**src/rtl/masked_rand_gen.sv**
```systemverilog
// masked_rand_gen: xorshift32-fed buffer handing out HPC1 refresh (r) and pair (p) masks over valid/ready
module masked_rand_gen #(
   parameter int          NUM_SHARES   = 2,
   parameter int          BIT_WIDTH    = 8,
   parameter int          NUM_MULS     = 1,
   parameter logic [31:0] SEED_DEFAULT = 32'h00000001,
   localparam int         NUM_QUAD     = NUM_SHARES * (NUM_SHARES - 1) / 2,
   localparam int         W_R          = NUM_MULS * NUM_SHARES * BIT_WIDTH,
   localparam int         W_P          = NUM_MULS * NUM_QUAD * BIT_WIDTH
) (
   input  logic           in_clock,
   input  logic           in_reset,
   input  logic [31:0]    in_seed,
   input  logic           in_seed_valid,
   output logic [W_R-1:0] out_r,
   output logic [W_P-1:0] out_p,
   output logic           out_valid,
   input  logic           in_ready
);
   localparam int NUM_WORDS = (W_R + W_P + 31) / 32;
   localparam int CW = $clog2(NUM_WORDS + 1);
   localparam logic [CW-1:0] FULL = CW'(NUM_WORDS);

   logic [31:0] x_q, x_d, s1, s2, x_next;
   logic [CW-1:0] count_q, count_d, wr_idx;
   logic [NUM_WORDS*32-1:0] buf_q, buf_d;
   logic valid_q, valid_d;
   logic fire;

   assign s1     = x_q ^ (x_q << 13);
   assign s2     = s1 ^ (s1 >> 17);
   assign x_next = s2 ^ (s2 << 5);
   assign fire   = valid_q & in_ready;
   assign wr_idx = fire ? '0 : count_q;

   // reseed beats fire beats fill; a full, stalled buffer freezes the PRNG
   always_comb begin
      x_d     = x_q;
      count_d = count_q;
      buf_d   = buf_q;
      if (in_seed_valid) begin
         x_d     = (in_seed == 32'd0) ? 32'h2545F491 : in_seed;
         count_d = '0;
      end else if (fire || count_q != FULL) begin
         x_d     = x_next;
         count_d = wr_idx + CW'(1);
         for (int w = 0; w < NUM_WORDS; w++)
            if (wr_idx == CW'(w)) buf_d[w*32 +: 32] = x_next;
      end
      valid_d = (count_d == FULL);
   end

   // state registers; reset drops any partial or pending set
   always_ff @(posedge in_clock or negedge in_reset) begin
      if (!in_reset) begin
         x_q     <= SEED_DEFAULT;
         count_q <= '0;
         buf_q   <= '0;
         valid_q <= 1'b0;
      end else begin
         x_q     <= x_d;
         count_q <= count_d;
         buf_q   <= buf_d;
         valid_q <= valid_d;
      end
   end

   assign out_r     = buf_q[W_R-1:0];
   assign out_p     = buf_q[W_R +: W_P];
   assign out_valid = valid_q;
endmodule

```
**config.mk**
```make
export PLATFORM = sky130hd
export DESIGN_NAME = masked_rand_gen
export DESIGN_NICKNAME = d
export VERILOG_FILES = /design/src/rtl/masked_rand_gen.sv
export SDC_FILE = /design/constraint.sdc
export NUM_CORES = 1
export LEC_CHECK = 0
export ABC_AREA = 1
export BUFFER_PORTS_ARGS = -buffer_cell sky130_fd_sc_hd__buf_4
export CAP_MARGIN = 30
export CORE_MARGIN = 2
export CORE_UTILIZATION = 30
export DETAILED_ROUTE_END_ITERATION = 7
export PLACE_DENSITY_LB_ADDON = 0.2
export SYNTH_ARGS = -nofsm -noshare
export SYNTH_HDL_FRONTEND = slang
export SYNTH_SLANG_ARGS = --single-unit
export TNS_END_PERCENT = 100
```
**constraint.sdc**
```tcl
create_clock -name in_clock -period 2.14 [get_ports in_clock]
set_input_delay 0.428 -clock in_clock [delete_from_list [all_inputs] [get_ports in_clock]]
set_output_delay 0.428 -clock in_clock [all_outputs]
set_load 0.02 [all_outputs]
```
* After elaboration in Yosys (flattened, before gate mapping)
Cells that the tools add are included.
Operators by class: add/subtract/negate cells 1, multiplexer cells 6, bitwise logic cells 7, reduce and logical (&&, ||, !) cells 4
Operators with widths (count):
- 32-bit 2-to-1 mux | 3
- 32-bit bitwise XOR | 2
- 32-bit zero test | 1
- 32-bit by 15-bit bitwise XOR with 32-bit output | 1
- 1-bit 2-to-1 mux | 3
- 1-bit NOT | 3
- 3-bit AND reduction | 1
- 2-bit nonzero test | 1
- 1-bit adder (second input constant) | 1
- 1-bit bitwise AND | 1
- 1-bit logical OR | 1
Word-level totals: flip-flop bits (word level) 57, input port bits 36, output and inout bits 25, word-level logic and storage cells 21

* Longest topological paths before layout
Gate-level depths: netlist (run 1).
word-level depth 5, depth in mapped cells 10, mapped depth without buffers 10

* Least setup slack after synthesis (run 1)
No wires, ideal clock.
path kind register to register, start register valid_q, in the netlist out_valid, end register x_q[30], arrival time 1.159 ns, slack 0.858 ns, cell stages (with the launch flop) 6, buffers on the path 1, clock period less this slack 1.282 ns, path through dfrtp_1 -> inv_1 -> nor2_4 -> nand2_1 -> buf_2 -> o221a_2
On the way: word-level cells in the longest chain between the ends 3, elaborated cells between the ends (all ways) 4
RTL lines:
- from (decl) | RTL line 27 | logic valid_q, valid_d;
- from (signal assigned) | RTL line 64 | valid_q <= valid_d;
- 1-bit bitwise AND / 1-bit NOT (equally long branches)
- 1-bit logical OR * | RTL line 44 | end else if (fire || count_q != FULL) begin
- 2-bit nonzero test (no line) *
- to (signal assigned) | RTL line 56 | x_q <= SEED_DEFAULT;
- to (signal assigned) | RTL line 61 | x_q <= x_d;
- to (decl) | RTL line 24 | logic [31:0] x_q, x_d, s1, s2, x_next;
Every way passes the cells marked *; elsewhere a longest branch is shown, timed or not. A chain may end at the register's enable or synchronous reset.

* Worst setup path in the final report (run 1)
start register x_q[13], end register x_q[14]
On the way: word-level cells in the longest chain between the ends 5
RTL lines:
- 32-bit bitwise XOR | RTL line 30 | assign s1 = x_q ^ (x_q << 13);
- 32-bit by 15-bit bitwise XOR with 32-bit output | RTL line 31 | assign s2 = s1 ^ (s1 >> 17);
- 32-bit bitwise XOR | RTL line 32 | assign x_next = s2 ^ (s2 << 5);
- 32-bit 2-to-1 mux | RTL line 44
- 32-bit 2-to-1 mux | RTL line 41 | if (in_seed_valid) begin
Every way passes these cells. The select of a mux whose other input is x is not followed.

==> flow_summary.toml, run 1 <==
[timing]
final_hold_viol_count = 0
worst_pin_slew_ns = 0.773
fmax_mhz = 682
rsz0062_at_grt = "no"
fin_tns_setup_ns = 0
setup_viol_count_final = 0
period_share_pct = 68.5
maxSlewViolCount = 0
slew_headroom_pct = 48.5
worst_clock_skew_ns = 0.0106
period_minus_slack_ns = 1.47

[yosys]
synth_top_cell_area_share_pct = 41.0
synth_area_um2 = 3420
ys_ff_latch = 57
avgSynthCellArea_um2 = 6.77
ys_seq_area_share_pct = 41.8
synth_nets = 541
synth_cell_type_count = 28
netlist.top_cell.by_area = "dfrtp_1"
syn-instance-count = 505
ys.flop_type = "dfrtp_1"
synth-edff-count = 0
synth_area_leaders = "dfrtp_1, nand2_1, nand3_1, o21ai_0, inv_1"
synth-async-reset-ratio_pct = 100
yosys_warnings = 0

[critical_path]
timing.rr.end = "x_q[14]"
startpoint_type = "flip-flop"
path_common_cell = "nand2_1"
path_max_fanout = 6
cpMaxStageDelayCell = "dfrtp_1"
ff2ff_path_depth = 9
critical_path_class = "reg2reg"
cp.required_ns = 2.41
cp_cell_sequence = "inv_1 -> nand2_1 -> nand2_1 -> nand2_1 -> nand2_1 -> inv_1 -> nand2_1 -> nand3_1 -> nand3_1"
critPathMaxStageDelay_ns = 0.44
crit_path_end_kind = "flip-flop"
reg2reg_slack_ns = 0.67
reg2reg_from = "x_q[13]"
worst-endpoint-arrival_ns = 1.73

[clock_tree]
htreeDepth = 3
post_cts_buffers = 0
clock_latency_ns = 0.34
ctsHoldBuffers = 0
cts_tree = "yes"
cts_buffers = 9
ctsResizeCount = 0
cts.clk_slew.worst_paths_ns = 0.06
cts_buffer_depth = 2
cts-root-buf = "clkbuf_16"
clock_sinks = 57

[placed_design]
dp_hpwl_mm = 8.35
gp_congestion = 0.942
placed_cell_area_um2 = 4020
port_buffers = 60

[routing]
drc_errors = 0
vias = 3483
routedWlPerCell_um = 15.8
viasPerCell = 4.88
route.met3.wl_um = 489
drt-total-wl_mm = 11.3
wl_met2_mm = 5.24
top_layer = "met4"
drt.antenna.violating_nets = 0
drtIter0Drc = 174
wl_met1_mm = 5.29
drtPass1Iterations = 4

[die]
boundaryPins = 61
start_util_pct = 31.1
fp.dieW_um = 111
rows = 38
die-height_um = 111
core_area_um2 = 11000
die_area_um2 = 12300

[global_routing]
grt_pass1_vias = 3540
grtUsageTotal_pct = 19.0
grt_pass1_wl_mm = 18.3
antenna_found_initial = 0
grt_max_degree = 58
overflow = 0

[run]
drv_cap = 0

[layout]
drive_gt1_share_pct = 17.8
final_common_cell = "nand2_1"
layout_common_cells = "nand2_1, buf_4, dfrtp_1"
n_fill_cell = 1165
synthToLayoutAreaGrowth_pct = 25.7
final_area_um2 = 4290
fin_nets = 604
n_antenna_cell = 0

[hold_path]
min_path_type = "in2async"

[power]
p_leak_nw = 2.27
ir_drop_mv = 0.600
power_density_nw_per_um2 = 1390

[outcome]
run_status = "finished clean"
cells by family (layout without fill, tap and decap cells):
family / Yosys count / in the layout / synth area share, %
AND/OR/NAND/NOR: 325 / 325 / 39.7
buffers and inverters: 62 / 130 / 7.29
flip-flops: 57 / 57 / 41.8
AO/OA/AOI/OAI: 55 / 55 / 9.45
XOR/XNOR: 6 / 6 / 1.76
through the flow:
step	instances	power (W)	util, %	worst slack, ns	hold slack, ns
after floorplan	505	0.00366	-	0.858	0.132
after global placement	697	0.00459	36.6	0.548	0.495
after detailed placement	697	0.00465	36.6	0.531	0.496
after CTS	713	0.00602	39.1	0.676	0.210
after global routing	713	0.00647	39.1	0.512	0.251
final	713	0.00597	39.1	0.674	0.181
where the power goes:
| part | switching, W | internal, W | total, W |
|---|---|---|---|
| Combinational | 0.00180 | 0.000998 | 0.00279 |
| Sequential | 0.000341 | 0.00150 | 0.00184 |
| Clock | 0.000501 | 0.000840 | 0.00134 |
| Total | 0.00264 | 0.00334 | 0.00597 |
sequential cells by signal, summed over array words and instances (netlist names):
register   count
buf_q         24
out_valid      1
x_q           32
synthesized netlist by cell type (3+ instances only):
| master | n |
|---|---|
| dfrtp_1 | 56 |
| nand2_1 | 218 |
| o211ai_1 | 3 |
| a31oi_1 | 5 |
| o21ai_0 | 37 |
| clkbuf_1 | 8 |
| nand3_2 | 5 |
| nand2_2 | 6 |
| buf_2 | 5 |
| nor2_1 | 38 |
| inv_1 | 46 |
| nand3_1 | 51 |
| o221a_2 | 3 |
| xnor2_1 | 4 |
how the worst max path moves through the flow:
stage / start / to / cells after the start
after floorplan: out_valid / x_q[30] / 5
after global placement: in_seed[10] / x_q[4] / 8
after detailed placement: in_seed[18] / x_q[18] / 8
after CTS: x_q[13] / x_q[14] / 9
after global routing: x_q[13] / x_q[14] / 9
final: x_q[13] / x_q[14] / 9
metal layers:
metal,GRT usage (%),vias up
met5,0,-
met4,7.58,0
met3,3.23,18
met2,31.1,88
met1,25.1,1642
li1,-,1735
worst max-delay path: cells and delay by family (launching register included):
kind                   cells  cell delay (ns)
buffers and inverters      2             0.23
DFF                        1             0.44
and+or+nand+nor            7             0.72
cell type report:
class | instances | area (um^2) | share of cell area (%)
inverters | 48 | 180 | 4.20
clock inverters | 3 | 15.0 | 0.350
well taps | 140 | 175 | 4.08
clock buffers | 13 | 260 | 6.06
multi-input cells | 386 | 1740 | 40.5
flip-flops and latches | 57 | 1430 | 33.2
repair buffers | 66 | 495 | 11.5
Power figures use the tool's default switching activity.
==> run 2: changes to the inputs <==
Settings changed: ABC_AREA 1 to 0.
Clock period 2.14 ns to 1.35 ns, I/O delays scaled along.
==> flow_summary.toml, run 2 <==
[hold_path]
worstHoldEndpoint = "x_q[19]"
whs_path_depth = 2
min_from = "in_seed_valid"
min_path_type = "in2reg"

[layout]
drive_gt1_share_pct = 56.7
largest_register = "x_q"
fin_cells = 677
n_antenna_cell = 0
synthToLayoutAreaGrowth_pct = 75.2
layout_common_cells = "buf_4, dfrtp_1, buf_6"
final_area_um2 = 6250
largest_reg_flops = 32
final_common_cell = "buf_4"
fin_nets = 565

[critical_path]
worst-endpoint-arrival_ns = 1.92
critical_path_class = "reg2reg"
cp.required_ns = 1.61
timing.rr.end = "x_q[17]"
reg2reg_from = "x_q[12]"
ff2ff_path_depth = 4
crit_path_end_kind = "flip-flop"
path_max_fanout = 3
reg2reg_slack_ns = -0.31
startpoint_type = "flip-flop"

[routing]
drt.antenna.violating_nets = 0
drtIter0Drc = 136
routedWlPerCell_um = 17.2
drc_errors = 6
viasPerCell = 4.79
drt-total-wl_mm = 11.7
vias = 3241
drtPass1Iterations = 8

[global_routing]
grt_use_met2_pct = 30.3
use_met1_pct = 24.2
antenna_found_initial = 0
grt.busiest_layer = "met2"
grt_max_degree = 27
grtUsageMet3_pct = 3.96
grt_pass1_vias = 3367
grtUsageTotal_pct = 18.4
grt_pass1_wl_mm = 17.9
overflow = 0

[placed_design]
placed_cell_area_um2 = 5000
port_buffers = 60
gp_congestion = 0.840
dp_hpwl_mm = 8.10
placedCellCount = 625

[die]
core_area_um2 = 11500
die-height_um = 113
boundaryPins = 61
fp.dieW_um = 113
die_area_um2 = 12800
start_util_pct = 31.0
rows = 39

[outcome]
violations = "DRC, setup timing"
run_status = "finished with violations"

[clock_tree]
cts_buffer_depth = 2
cts.clk_slew.worst_paths_ns = 0.06
clock_latency_ns = 0.33
cts_buffers = 9
htreeDepth = 3
cts-root-buf = "clkbuf_16"
clock_sinks = 57
cts_tree = "yes"

[power]
ir_drop_mv = 1.36
intPower_w = 0.0145
seqPwrFrac_pct = 15.8
power_density_nw_per_um2 = 3670
power_frac_clock_pct = 10.3
p_comb_share_pct = 74.0
switchingPower_w = 0.00844
p_leak_nw = 2.96
p_sw_share_pct = 36.8

[yosys]
yosys_warnings = 0
ys_seq_area_share_pct = 40.0
synthSimpleGateAreaFrac_pct = 14.7
synth_nets = 388
synthAdderAreaFrac_pct = 0
synth_compound_area_share_pct = 12.5
synth_top_cell_area_share_pct = 39.3
synth_cell_type_count = 44
ys_ff_latch = 57
synth_area_um2 = 3570
synthTopCellsByCount = "dfrtp_1, nor2_1, xnor2_1"
synth_area_leaders = "dfrtp_1, xnor2_1, xnor3_1, nor2_1, nand2_1"
synth-async-reset-ratio_pct = 100
muxShareOfSynthArea_pct = 1.86
avgSynthCellArea_um2 = 10.1
synth-xor-area-share_pct = 27.0
synth-edff-count = 0
syn-instance-count = 352
ys.flop_type = "dfrtp_1"
synth_top_family_by_area = "XOR/XNOR gates"
yosys.cell_count.top_type = "dfrtp_1"
netlist.top_cell.by_area = "dfrtp_1"

[timing]
period_share_pct = 123
final_hold_viol_count = 0
period_minus_slack_ns = 1.66
layout_setup_ws_ns = -0.314
setup_viol_count_final = 48
fin_tns_setup_ns = -5.35
rsz0062_at_grt = "yes"
worst_clock_skew_ns = 0.0110
worst_pin_slew_ns = 0.339
maxSlewViolCount = 0
slew_headroom_pct = 77.2
fmax_mhz = 601

[run]
drv_cap = 0
## run 2: metrics by stage
step	hold slack, ns	setup slack (ns)	utilization (%)	power, W
global route	0.189	-0.340	54.3	0.0243
detailed placement	0.190	-0.305	43.4	0.0160
CTS	0.175	-0.236	50.7	0.0212
global placement	0.182	-0.260	43.4	0.0159
finish	0.182	-0.314	54.3	0.0229
floorplan	-0.0256	-0.211	-	0.0114
## run 2: worst max-delay path by stage
stage,start,endpoint,slack [ns],depth (start not counted)
after global routing,x_q[12],x_q[17],-0.34,4
after global placement,in_seed[8],x_q[22],-0.26,7
after floorplan,x_q[17],x_q[18],-0.21,5
final,x_q[12],x_q[17],-0.31,4
after CTS,x_q[30],x_q[18],-0.24,4
after detailed placement,in_seed[7],x_q[24],-0.30,7
## run 2: metal layers
metal / up-vias / share of wire [%]
met1: 1584 / 44
li1: 1573 / -
met2: 70 / 50
met5: - / 0
met3: 14 / 4.1
met4: 0 / 1.4
## run 2: area by class of cell
type / count / area [um^2]
inverter: 7 / 26.3
fill: 995 / 5260
clock buffer: 14 / 274
sequential: 57 / 1450
multi-input combinational: 262 / 2550
tap: 143 / 179
clock inverter: 2 / 35.0
timing repair buffer: 192 / 1740
## run 2: critical path, cell delays in order (launching register included)
cell	delay (ns)
dfrtp_2	0.44
xnor3_2	0.42
xor2_1	0.18
or4_1	0.44
nand3_1	0.12
## run 2: kinds of logic after synthesis
logic type,count (synthesis)
buf+inv,33
flops,57
simple gates,116
xor+xnor,76
compound gates,65
mux,5
## run 2: power groups by stage
stage	Combinational, W	Sequential (W)	Clock (W)
after floorplan	0.00769	0.00375	0
after global placement	0.0123	0.00355	0
after detailed placement	0.0125	0.00358	0
after CTS	0.0152	0.00364	0.00240
after global routing	0.0181	0.00372	0.00248
final	0.0170	0.00362	0.00235
## run 2: what timing repair did
action                                  in CTS  in global routing
pin swaps                                   47                 35
buffers inserted                            23                 18
endpoints found under the setup margin      48                 53
resized for setup                           75                 62
cloned                                       0                  2
hold endpoints to repair                    21                  0
hold buffers                                 1                  0
==> run 3: changes to the inputs <==
Settings changed: BUFFER_PORTS_ARGS -buffer_cell sky130_fd_sc_hd__buf_4 to unset, DONT_BUFFER_PORTS set to 1.
==> flow_summary.toml, run 3 (synthesized netlist as in run 2, its figures left out) <==
[outcome]
run_status = "finished with violations"
violations = "DRC, hold timing, setup timing"

[critical_path]
crit_path_end_kind = "flip-flop"
critical_path_class = "reg2reg"
ff2ff_path_depth = 4
worst-endpoint-arrival_ns = 1.85
timing.rr.end = "x_q[5]"
crit_start = "x_q[17]"
reg2reg_slack_ns = -0.25
cp.required_ns = 1.60
startpoint_type = "flip-flop"
path_max_fanout = 4
endpoint = "x_q[5]"
reg2reg_from = "x_q[17]"

[layout]
final_common_cell = "buf_4"
largest_reg_flops = 32
synthToLayoutAreaGrowth_pct = 54.1
fin_nets = 474
drive_gt1_share_pct = 48.3
n_antenna_cell = 0
largest_register = "x_q"
utilization_pct = 47.8
layout_common_cells = "buf_4, nor2_1, dfrtp_1"

[die]
fp.dieW_um = 113
rows = 39
boundaryPins = 61
core_area_um2 = 11500
die_area_um2 = 12800
start_util_pct = 31.0
die-height_um = 113

[global_routing]
grt_pass1_vias = 3053
overflow = 0
grt_max_degree = 58
grtUsageTotal_pct = 17.9
grt_pass1_wl_mm = 17.1
antenna_found_initial = 0

[timing]
fmax_mhz = 624
layout_setup_ws_ns = -0.254
final_hold_viol_count = 57
worst_clock_skew_ns = 0.00636
slew_headroom_pct = 81.4
setup_viol_count_final = 43
maxSlewViolCount = 0
period_minus_slack_ns = 1.60
rsz0062_at_grt = "yes"
worst_pin_slew_ns = 0.279
period_share_pct = 119
holdWs_ns = -0.371

[clock_tree]
htreeDepth = 3
cts.clk_slew.worst_paths_ns = 0.06
cts_buffers = 9
clock_sinks = 57
clock_latency_ns = 0.33
cts-root-buf = "clkbuf_16"
cts_buffer_depth = 2
cts_tree = "yes"

[routing]
vias = 2932
drt.antenna.violating_nets = 0
drc_errors = 6
drtIter0Drc = 150
drt-total-wl_mm = 11.3
viasPerCell = 5.00
drtPass1Iterations = 7
routedWlPerCell_um = 19.3

[placed_design]
gp_congestion = 0.834
port_buffers = 0
place_ws_ns = -0.310
dp_hpwl_mm = 7.89

[run]
drv_cap = 0

[hold_path]
min_path_type = "in2async"
==> run 3: cell types whose count changed in the layout (fill, tap and decap cells not counted), moves of 2 or more <==
cell and delta:
dfrtp_2 +4, xnor2_4 +2, nor2_2 -3, clkbuf_8 -2
a21oi_1 -3, xnor2_2 -2, a21oi_2 +3, buf_6 -7
nor2_1 +2, clkbuf_16 -2, buf_4 -78, buf_12 -2
dfrtp_1 -4
==> run 3: area by class of cell <==
| cell class | instances | area, um^2 |
|---|---|---|
| inverter | 7 | 26.3 |
| multi-input combinational | 262 | 2560 |
| sequential | 57 | 1450 |
| clock inverter | 5 | 78.8 |
| clock buffer | 11 | 243 |
| timing repair buffer | 101 | 957 |
| tap | 143 | 179 |
| fill | 1053 | 6010 |
==> run 3: worst min path at each step <==
stage             start   endpoint  slack [ns]  cells after the start
2_1_floorplan  in_reset   buf_q[0]       -0.03                      0
3_3_place_gp   in_reset   buf_q[2]       -0.02                      0
3_5_place_dp   in_reset   buf_q[2]       -0.02                      0
4_1_cts        in_reset   buf_q[2]       -0.38                      0
5_1_grt        in_reset  buf_q[15]       -0.38                      0
6_report       in_reset    x_q[28]       -0.37                      0
==> run 3: what timing repair did <==
item	in CTS	in global routing
setup buffers	18	22
endpoints found under the setup margin	46	51
resized for setup	77	53
pin swaps	42	45
cloned	0	0
endpoints found under the hold margin	57	57
==> run 3: stage by stage <==
| step | instance area [um^2] | cells | hold WS, ns | setup TNS, ns |
|---|---|---|---|---|
| 4_1_cts | 5130 | 572 | -0.375 | -4.62 |
| 5_1_grt | 5500 | 586 | -0.377 | -7.00 |
| 6_report | 5500 | 586 | -0.371 | -4.76 |
| 3_5_place_dp | 4310 | 540 | -0.0243 | -6.80 |
| 2_1_floorplan | 3710 | 352 | -0.0256 | -1.99 |
| 3_3_place_gp | 4310 | 540 | -0.0240 | -6.39 |
==> run 3: critical path, stage by stage, from the launching register on <==
cell	delay, ns
dfrtp_2	0.43
xnor3_2	0.47
xnor2_1	0.15
or3_1	0.31
a31oi_1	0.16
==> run 3: per-layer routing <==
| layer | global-route usage (%) | up-vias | wire [um] |
|---|---|---|---|
| met5 | 0 | - | 0 |
| met4 | 6.83 | 0 | 257 |
| met2 | 29.7 | 72 | 5740 |
| met3 | 4.07 | 15 | 720 |
| met1 | 22.8 | 1460 | 4610 |
| li1 | - | 1385 | - |
Power of run 3 is left out: the tool's default activity adds up to more than one toggle a clock period on the data nets, which glitch-free logic cannot reach.
